[config.mk]
export PLATFORM = sky130hd
export DESIGN_NAME = wb_bus_arbiter_flat
export DESIGN_NICKNAME = d
export VERILOG_FILES = /design/src/rtl/wb_bus_arbiter_if.sv /design/src/rtl/wb_bus_arbiter.sv /design/src/flat_wrapper.sv
export SDC_FILE = /design/constraint.sdc
export NUM_CORES = 1
export LEC_CHECK = 0
export CORE_AREA = 2 2 123 125
export DETAILED_ROUTE_END_ITERATION = 8
export DIE_AREA = 0 0 125 127
export HOLD_SLACK_MARGIN = 0.1
export PLACE_DENSITY = 0.67
export REMOVE_ABC_BUFFERS = 1
export SKIP_CTS_REPAIR_TIMING = 1
export SYNTH_ARGS = -nofsm -noshare
export SYNTH_HDL_FRONTEND = slang
export SYNTH_SLANG_ARGS = --single-unit
[constraint.sdc]
create_clock -name clk -period 3.14 [get_ports clk]
set_input_delay 0.942 -clock clk [delete_from_list [all_inputs] [get_ports clk]]
set_output_delay 0.942 -clock clk [all_outputs]
set_load 0.02 [all_outputs]
[src/rtl/wb_bus_arbiter_if.sv]
// Single Wishbone link: master drives request, slave returns data/ack/err.
// The arbiter uses the slave view toward each cache and the master view toward memory.
interface wb_bus_arbiter_if;
   logic        cyc;
   logic        stb;
   logic        we;
   logic [31:0] adr;
   logic [31:0] dat_w;
   logic [3:0]  sel;
   logic [31:0] dat_r;
   logic        ack;
   logic        err;

   modport master (output cyc, stb, we, adr, dat_w, sel, input dat_r, ack, err);
   modport slave  (input cyc, stb, we, adr, dat_w, sel, output dat_r, ack, err);
endinterface

[src/rtl/wb_bus_arbiter.sv]
// Two-master Wishbone arbiter (m0 ICache, m1 DCache): round-robin, locked for a whole cyc,
// 1-cycle registered grant, combinational data path, ack watchdog aborting dead transfers.
module wb_bus_arbiter #(
   parameter int TIMEOUT_CYCLES = 255,
   parameter int CNT_W          = 16
) (
   input  logic             clk,
   input  logic             rst,
   wb_bus_arbiter_if.slave  m0_if,
   wb_bus_arbiter_if.slave  m1_if,
   wb_bus_arbiter_if.master wb_if,
   output logic [1:0]       grant_o
);
   typedef enum logic [1:0] {IDLE, GNT0, GNT1, ABORT} state_e;

   localparam logic [CNT_W-1:0] WDOG_LIMIT = CNT_W'(TIMEOUT_CYCLES - 1);

   state_e           state_q, state_d;
   logic             last_q, last_d;    // 1: m1 was the most recent owner
   logic [CNT_W-1:0] wdog_q, wdog_d;
   logic             own_cyc, bus_stb, stalled, expire;

   always_ff @(posedge clk or posedge rst) begin
      if (rst) begin
         state_q <= IDLE;
         last_q  <= 1'b0;
         wdog_q  <= '0;
      end else begin
         state_q <= state_d;
         last_q  <= last_d;
         wdog_q  <= wdog_d;
      end
   end

   always_comb begin
      state_d     = state_q;
      last_d      = last_q;
      wdog_d      = '0;
      own_cyc     = 1'b0;
      bus_stb     = 1'b0;
      stalled     = 1'b0;
      expire      = 1'b0;
      grant_o     = 2'b00;
      wb_if.cyc   = 1'b0;
      wb_if.stb   = 1'b0;
      wb_if.we    = 1'b0;
      wb_if.adr   = '0;
      wb_if.dat_w = '0;
      wb_if.sel   = '0;
      m0_if.dat_r = '0;
      m0_if.ack   = 1'b0;
      m0_if.err   = 1'b0;
      m1_if.dat_r = '0;
      m1_if.ack   = 1'b0;
      m1_if.err   = 1'b0;

      case (state_q)
         IDLE: begin
            if (m0_if.cyc && m1_if.cyc) begin
               state_d = last_q ? GNT0 : GNT1;
               last_d  = ~last_q;
            end else if (m0_if.cyc) begin
               state_d = GNT0;
               last_d  = 1'b0;
            end else if (m1_if.cyc) begin
               state_d = GNT1;
               last_d  = 1'b1;
            end
         end

         GNT0, GNT1: begin
            if (state_q == GNT1) begin
               own_cyc     = m1_if.cyc;
               bus_stb     = m1_if.cyc & m1_if.stb;
               wb_if.we    = m1_if.we;
               wb_if.adr   = m1_if.adr;
               wb_if.dat_w = m1_if.dat_w;
               wb_if.sel   = m1_if.sel;
               grant_o     = 2'b10;
            end else begin
               own_cyc     = m0_if.cyc;
               bus_stb     = m0_if.cyc & m0_if.stb;
               wb_if.we    = m0_if.we;
               wb_if.adr   = m0_if.adr;
               wb_if.dat_w = m0_if.dat_w;
               wb_if.sel   = m0_if.sel;
               grant_o     = 2'b01;
            end
            // cyc follows the owner's cyc directly so release takes effect this cycle
            wb_if.cyc   = own_cyc;
            wb_if.stb   = bus_stb;
            m0_if.dat_r = wb_if.dat_r;
            m1_if.dat_r = wb_if.dat_r;

            stalled = bus_stb & ~wb_if.ack & ~wb_if.err;
            expire  = stalled && (wdog_q == WDOG_LIMIT);

            if (state_q == GNT1) begin
               m1_if.ack = wb_if.ack;
               m1_if.err = wb_if.err | expire;
            end else begin
               m0_if.ack = wb_if.ack;
               m0_if.err = wb_if.err | expire;
            end

            if (!own_cyc) begin
               state_d = IDLE;
            end else if (expire) begin
               state_d = ABORT;
            end else if (stalled) begin
               wdog_d = wdog_q + 1'b1;
            end
         end

         ABORT: begin
            // last_q still names the aborted owner; hold the bus until it lets go
            if (!(last_q ? m1_if.cyc : m0_if.cyc)) state_d = IDLE;
         end

         default: state_d = IDLE;
      endcase
   end
endmodule

[src/flat_wrapper.sv]
// flat-port wrapper written by rule: the top's interface ports become plain ports
module wb_bus_arbiter_flat 
#(
   parameter int TIMEOUT_CYCLES = 255,
   parameter int CNT_W          = 16
)
  (clk, rst, grant_o, m0_if_cyc, m0_if_stb, m0_if_we, m0_if_adr, m0_if_dat_w, m0_if_sel, m0_if_dat_r, m0_if_ack, m0_if_err, m1_if_cyc, m1_if_stb, m1_if_we, m1_if_adr, m1_if_dat_w, m1_if_sel, m1_if_dat_r, m1_if_ack, m1_if_err, wb_if_cyc, wb_if_stb, wb_if_we, wb_if_adr, wb_if_dat_w, wb_if_sel, wb_if_dat_r, wb_if_ack, wb_if_err);
  wb_bus_arbiter_if m0_if_i ();
  wb_bus_arbiter_if m1_if_i ();
  wb_bus_arbiter_if wb_if_i ();
  input  logic clk;
  input  logic rst;
  output logic [1:0] grant_o;
  input wire logic [$bits(m0_if_i.cyc)-1:0] m0_if_cyc;
  input wire logic [$bits(m0_if_i.stb)-1:0] m0_if_stb;
  input wire logic [$bits(m0_if_i.we)-1:0] m0_if_we;
  input wire logic [$bits(m0_if_i.adr)-1:0] m0_if_adr;
  input wire logic [$bits(m0_if_i.dat_w)-1:0] m0_if_dat_w;
  input wire logic [$bits(m0_if_i.sel)-1:0] m0_if_sel;
  output wire logic [$bits(m0_if_i.dat_r)-1:0] m0_if_dat_r;
  output wire logic [$bits(m0_if_i.ack)-1:0] m0_if_ack;
  output wire logic [$bits(m0_if_i.err)-1:0] m0_if_err;
  input wire logic [$bits(m1_if_i.cyc)-1:0] m1_if_cyc;
  input wire logic [$bits(m1_if_i.stb)-1:0] m1_if_stb;
  input wire logic [$bits(m1_if_i.we)-1:0] m1_if_we;
  input wire logic [$bits(m1_if_i.adr)-1:0] m1_if_adr;
  input wire logic [$bits(m1_if_i.dat_w)-1:0] m1_if_dat_w;
  input wire logic [$bits(m1_if_i.sel)-1:0] m1_if_sel;
  output wire logic [$bits(m1_if_i.dat_r)-1:0] m1_if_dat_r;
  output wire logic [$bits(m1_if_i.ack)-1:0] m1_if_ack;
  output wire logic [$bits(m1_if_i.err)-1:0] m1_if_err;
  output wire logic [$bits(wb_if_i.cyc)-1:0] wb_if_cyc;
  output wire logic [$bits(wb_if_i.stb)-1:0] wb_if_stb;
  output wire logic [$bits(wb_if_i.we)-1:0] wb_if_we;
  output wire logic [$bits(wb_if_i.adr)-1:0] wb_if_adr;
  output wire logic [$bits(wb_if_i.dat_w)-1:0] wb_if_dat_w;
  output wire logic [$bits(wb_if_i.sel)-1:0] wb_if_sel;
  input wire logic [$bits(wb_if_i.dat_r)-1:0] wb_if_dat_r;
  input wire logic [$bits(wb_if_i.ack)-1:0] wb_if_ack;
  input wire logic [$bits(wb_if_i.err)-1:0] wb_if_err;
  assign m0_if_i.cyc = m0_if_cyc;
  assign m0_if_i.stb = m0_if_stb;
  assign m0_if_i.we = m0_if_we;
  assign m0_if_i.adr = m0_if_adr;
  assign m0_if_i.dat_w = m0_if_dat_w;
  assign m0_if_i.sel = m0_if_sel;
  assign m0_if_dat_r = m0_if_i.dat_r;
  assign m0_if_ack = m0_if_i.ack;
  assign m0_if_err = m0_if_i.err;
  assign m1_if_i.cyc = m1_if_cyc;
  assign m1_if_i.stb = m1_if_stb;
  assign m1_if_i.we = m1_if_we;
  assign m1_if_i.adr = m1_if_adr;
  assign m1_if_i.dat_w = m1_if_dat_w;
  assign m1_if_i.sel = m1_if_sel;
  assign m1_if_dat_r = m1_if_i.dat_r;
  assign m1_if_ack = m1_if_i.ack;
  assign m1_if_err = m1_if_i.err;
  assign wb_if_cyc = wb_if_i.cyc;
  assign wb_if_stb = wb_if_i.stb;
  assign wb_if_we = wb_if_i.we;
  assign wb_if_adr = wb_if_i.adr;
  assign wb_if_dat_w = wb_if_i.dat_w;
  assign wb_if_sel = wb_if_i.sel;
  assign wb_if_i.dat_r = wb_if_dat_r;
  assign wb_if_i.ack = wb_if_ack;
  assign wb_if_i.err = wb_if_err;
  wb_bus_arbiter #(.TIMEOUT_CYCLES(TIMEOUT_CYCLES), .CNT_W(CNT_W)) u_core (.clk(clk), .rst(rst), .m0_if(m0_if_i), .m1_if(m1_if_i), .wb_if(wb_if_i), .grant_o(grant_o));
endmodule
# Word-level counts from Yosys, hierarchy flattened
# Cells that the tools add are included.
# totals
out_inout_bits,141
elab_cells,67
register_bits,19
in_bits,178
# op_classes
eq_ne,7
addsub,1
mux,41
n_reduce_logical,7
bitwise,8
# ops
operator,n
32-bit two-way mux,5
16-bit two-way mux,4
1-bit two-way mux,20
2-bit two-way mux,9
16-bit by 1-bit adder with 16-bit output (second input constant),1
16-bit by 8-bit == test with 1-bit output (second input constant),1
4-bit two-way mux,2
2-bit case mux with 3 select lines,1
1-bit bitwise AND,4
2-bit == test (second input constant),2
4-bit by 3-bit != test with 1-bit output (second input constant),1
3-bit != test (second input constant),1
1-bit NOT,3
3-bit AND reduction,1
3-bit nonzero test,1
2-bit by 1-bit == test with 1-bit output (second input constant),1
1-bit logical AND,2
2-bit zero test,1
2-bit != test (second input constant),1
2-bit AND reduction,1
2-bit OR reduction,1
1-bit OR,1

# Depth between registers and ports, before layout
# logic_depth
depth_word,9
mapped_depth,10
ltp_nobuf,8

# Worst setup path before layout
# Ideal clock, no wire load.
# synth_timing
path_type,reg2out
start,reg u_core.state_q[0]
end,out wb_if_dat_w[28]
stages_incl_launch_ff,7
n_path_buf,2
t_required_ns,2.198
setup_slack_ns,0.198
arrival_ns,2.000
path_cell_list,dfrtp_1 inv_1 ha_1 buf_1 buf_1 mux2i_1 nor2b_1
# synth_between
elab_chain_cells,3
word_cells_on_any_way,5
cone_classes,eq/ne: 2; mux: 2; reduce/logical: 1
# synth_rtl
item,line_no,text
"start, declared",wb_bus_arbiter.sv:18,"state_e state_q, state_d;"
"start signal, assigned",wb_bus_arbiter.sv:29,state_q <= state_d;
2-bit == test / 2-bit by 1-bit == test with 1-bit output (equally long branches),"wb_bus_arbiter.sv:57, wb_bus_arbiter.sv:72",
32-bit two-way mux / 2-bit OR reduction (equally long branches),"wb_bus_arbiter.sv:72, wb_bus_arbiter.sv:57",
32-bit two-way mux *,wb_bus_arbiter.sv:57,case (state_q)
"end, declared",flat_wrapper.sv:36,output wire logic [$bits(wb_if_i.dat_w)-1:0] wb_if_dat_w;
# Mark *: on every way between the ends. The rest lies on a longest branch, timed or not.

# Worst setup path in the final report
# layout_timing
start,in m1_if_stb
end,out m0_if_err
# layout_between
elab_chain_cells,9
# layout_rtl
item,line_no,text
"start, declared",flat_wrapper.sv:24,input wire logic [$bits(m1_if_i.stb)-1:0] m1_if_stb;
1-bit bitwise AND,wb_bus_arbiter.sv:74,bus_stb = m1_if.cyc & m1_if.stb;
1-bit two-way mux,wb_bus_arbiter.sv:72,if (state_q == GNT1) begin
1-bit two-way mux,wb_bus_arbiter.sv:57,
1-bit bitwise AND (2 in a row),wb_bus_arbiter.sv:95,stalled = bus_stb & ~wb_if.ack & ~wb_if.err;
1-bit logical AND,wb_bus_arbiter.sv:96,expire = stalled && (wdog_q == WDOG_LIMIT);
1-bit OR,wb_bus_arbiter.sv:103,m0_if.err = wb_if.err | expire;
1-bit two-way mux,wb_bus_arbiter.sv:98,if (state_q == GNT1) begin
1-bit two-way mux,wb_bus_arbiter.sv:57,
"end, declared",flat_wrapper.sv:22,output wire logic [$bits(m0_if_i.err)-1:0] m0_if_err;
# No other way between the ends. The select of a mux whose other input is x is not followed.

==> results.sh <==
export IMPL_run_status="completed"
export IMPL_detail_route_iter0_violations=113
export IMPL_clk_insertion_delay_late_ns=0.25
export IMPL_grt_overflow_total=0
export IMPL_grt_util_met2=0.337
export IMPL_chipWidth_um=125
export IMPL_fmax_ghz=0.321
export IMPL_core_area_sq_um=14400
export IMPL_ratio_of_routed_vias_to_standard_cells=4.27
export IMPL_cts_clk_slew_worst_paths_ns=0.05
export IMPL_wirelength_um=15400
export IMPL_initial_utilization=0.194
export IMPL_worst_ir_drop_on_vdd_mv=0.459
export IMPL_grt_met1_usage=0.187
export IMPL_antenna_cells_inserted=0
export IMPL_cts_tree="done"
export IMPL_final_max_slew_viol_count=0
export IMPL_fraction_of_layout_instances_using_a_drive_strength_above_1=0.0786
export IMPL_synth_cell_type_count=39
export IMPL_top_level_ports=319
export IMPL_rows=44
export IMPL_grt_util_met3=0.0322
export IMPL_final_setup_violation_count=0
export IMPL_synth_area_sq_um=2800
export IMPL_global_route_wire_length_before_repair_um=21000
export IMPL_slew_headroom=0.503
export IMPL_total_power_mw=6.08
export IMPL_fin_skew_ns=0.00331
export IMPL_whs_path_depth=1
export IMPL_holdCritStartpoint="u_core.last_q"
export IMPL_final_common_cell="clkdlybuf4s50_1"
export IMPL_period_minus_slack_ns=3.11
export IMPL_finish_net_count=822
export IMPL_synth_top_area_frac=0.250
export IMPL_endpoint_of_the_worst_register_to_register_path="u_core.wdog_q[6]"
export IMPL_tns_ns=0
export IMPL_grt_most_used_layer="met2"
export IMPL_reg2reg_depth=10
export IMPL_mean_cell_area_of_the_mapped_netlist_sq_um=8.06
export IMPL_syn_instance_count=348
export IMPL_timing_critical_path_from="m1_if_stb"
export IMPL_dp_hpwl_um=12400
export IMPL_grt_setup_unrepaired="true"
export IMPL_worst_ep_arrival_time_ns=2.17
export IMPL_setup_worst_path_start_class="primary input"
export IMPL_route_detailed_wl_per_inst_um=18.8
export IMPL_whs_endpoint="u_core.last_q"
export IMPL_endpoint_kind="output port"
export IMPL_design_die_area_sq_um=15900
export IMPL_critical_path_class="primary input to output port"
export IMPL_nFillCells=1355
export IMPL_most_common_layout_cells="clkdlybuf4s50_1 (176), dlymetal6s2s_1 (126), nor2b_1 (70), mux2i_1 (70), and2_1 (33)"
export IMPL_ys_top_cells_by_area="mux2i_1 (25%), dfrtp_1 (17%), nor2b_1 (16%)"
export IMPL_yosysWarningCount=0
export IMPL_dr_pass1_iters=4
export IMPL_yosys_area_top_type="mux2i_1"
export IMPL_tritoncts_num_buffers=3
export IMPL_dieHeight_um=127
export IMPL_grt_pass1_vias=3599
export IMPL_ys_ff_latch=19
export IMPL_clock_sinks=19
export IMPL_power_density_cells_nw_per_um2=919
export IMPL_groute_usage_overall=0.169
export IMPL_hold_class="flip-flop to flip-flop"
export IMPL_areaGrowthSynthToFinish_pct=136
export IMPL_finalWeightedCongestion=0.887
export IMPL_critical_path_max_fanout=3
export IMPL_grt_max_degree=71
export IMPL_layout_worst_path_cycle_share=0.992
export IMPL_worst_slew_pin_tran_ns=0.744
export IMPL_synth_yosys_seq_area_share=0.170
export IMPL_drv_max_cap_violation_count=0
export IMPL_cts_buffer_depth=2
export IMPL_port_buffers=318
export IMPL_r2r_path_start="u_core.state_q[0]"
export IMPL_worst_endpoint_required_time_ns=2.20
export IMPL_ant_nets=0
export IMPL_dr_total_vias=3498
export IMPL_antenna_found_initial=1
export IMPL_final_hold_violation_count=0
export IMPL_detail_route_drc_violations=0
export IMPL_p_leak_nw=4.19
export IMPL_setup_reg_to_reg_worst_slack_ns=0.68
export IMPL_cts_max_level=1
export IMPL_root_buffer="clkbuf_16"
==> layout make-up <==
| class | count | area (sq um) | area share |
|---|---|---|---|
| clock buffer | 4 | 78.8 | 0.0119 |
| multi-input combinational | 269 | 1990 | 0.301 |
| timing repair buffer | 338 | 3810 | 0.577 |
| tap | 184 | 230 | 0.0348 |
| inverter | 6 | 22.5 | 0.00341 |
| sequential | 19 | 475 | 0.0719 |
==> where the power goes <==
group	leakage [nW]	internal, mW	switching (mW)
registers	0.260	0.266	0.0248
clock network	0.0382	0.173	0.0908
logic	3.89	2.71	2.82
total	4.19	3.15	2.93
==> per-layer routing <==
metal	share of wire	wire length (um)
met5	0	0
met1	0.37	5730
met4	0.011	167
met3	0.060	917
met2	0.56	8560
==> sequential cells by signal, indices dropped and copies added (netlist names) <==
register / cells
u_core.last_q: 1
u_core.state_q: 2
u_core.wdog_q: 16
==> synthesized netlist by cell type, drive strengths merged <==
| master | n |
|---|---|
| mux2i | 70 |
| nor2b | 70 |
| buf | 43 |
| and2 | 34 |
| nor2 | 23 |
| dfrtp | 19 |
| clkbuf | 11 |
| nand2 | 10 |
| nand3 | 10 |
| xor2 | 8 |
| ha | 7 |
| inv | 6 |
| xnor2 | 6 |
| a21oi | 5 |
| nor3 | 3 |
| and3 | 2 |
| and3b | 2 |
| nand4 | 2 |
| nor3b | 2 |
| nor4 | 2 |
| o21ai | 2 |
| a21boi | 1 |
| a221o | 1 |
| a22o | 1 |
| a2bb2oi | 1 |
| a31oi | 1 |
| and4 | 1 |
| mux2 | 1 |
| nand3b | 1 |
| o22a | 1 |
| or3 | 1 |
| or4b | 1 |
==> cells by family after synthesis <==
group | count (synthesis) | share of synthesized area
buffers and inverters | 60 | 0.131
AND/OR/NAND/NOR | 164 | 0.339
adder cells (fa/ha/maj) | 7 | 0.0312
AO/OA/AOI/OAI | 13 | 0.0317
multiplexers | 71 | 0.254
XOR/XNOR | 14 | 0.0437
flip-flops | 19 | 0.170
==> critical path, cell delays in order <==
cell             delay, ns
clkdlybuf4s50_1       0.48
nand3_2               0.09
a21oi_2               0.14
buf_4                 0.14
a21oi_2               0.07
nor3b_2               0.15
buf_4                 0.16
==> worst max path at each step <==
stage | endpoint | slack, ns | cells past startpoint
floorplan | m0_if_err | -2.06 | 6
global placement | m0_if_err | -0.60 | 7
detailed placement | m0_if_err | -0.55 | 7
CTS | m0_if_err | -0.58 | 7
global route | m0_if_err | -0.07 | 7
finish | m0_if_err | 0.03 | 7
==> through the flow <==
step / std cells / setup slack (ns) / hold WS (ns) / area (sq um) / utilization
floorplan: 294 / -2.06 / 0.492 / 2460 / -
detailed placement: 814 / -0.551 / 0.547 / 6150 / 0.426
CTS: 818 / -0.576 / 0.562 / 6230 / 0.432
global placement: 814 / -0.595 / 0.524 / 6150 / 0.426
global route: 820 / -0.0713 / 0.582 / 6610 / 0.459
finish: 820 / 0.0250 / 0.566 / 6610 / 0.459
Power figures use the tool's default switching activity.
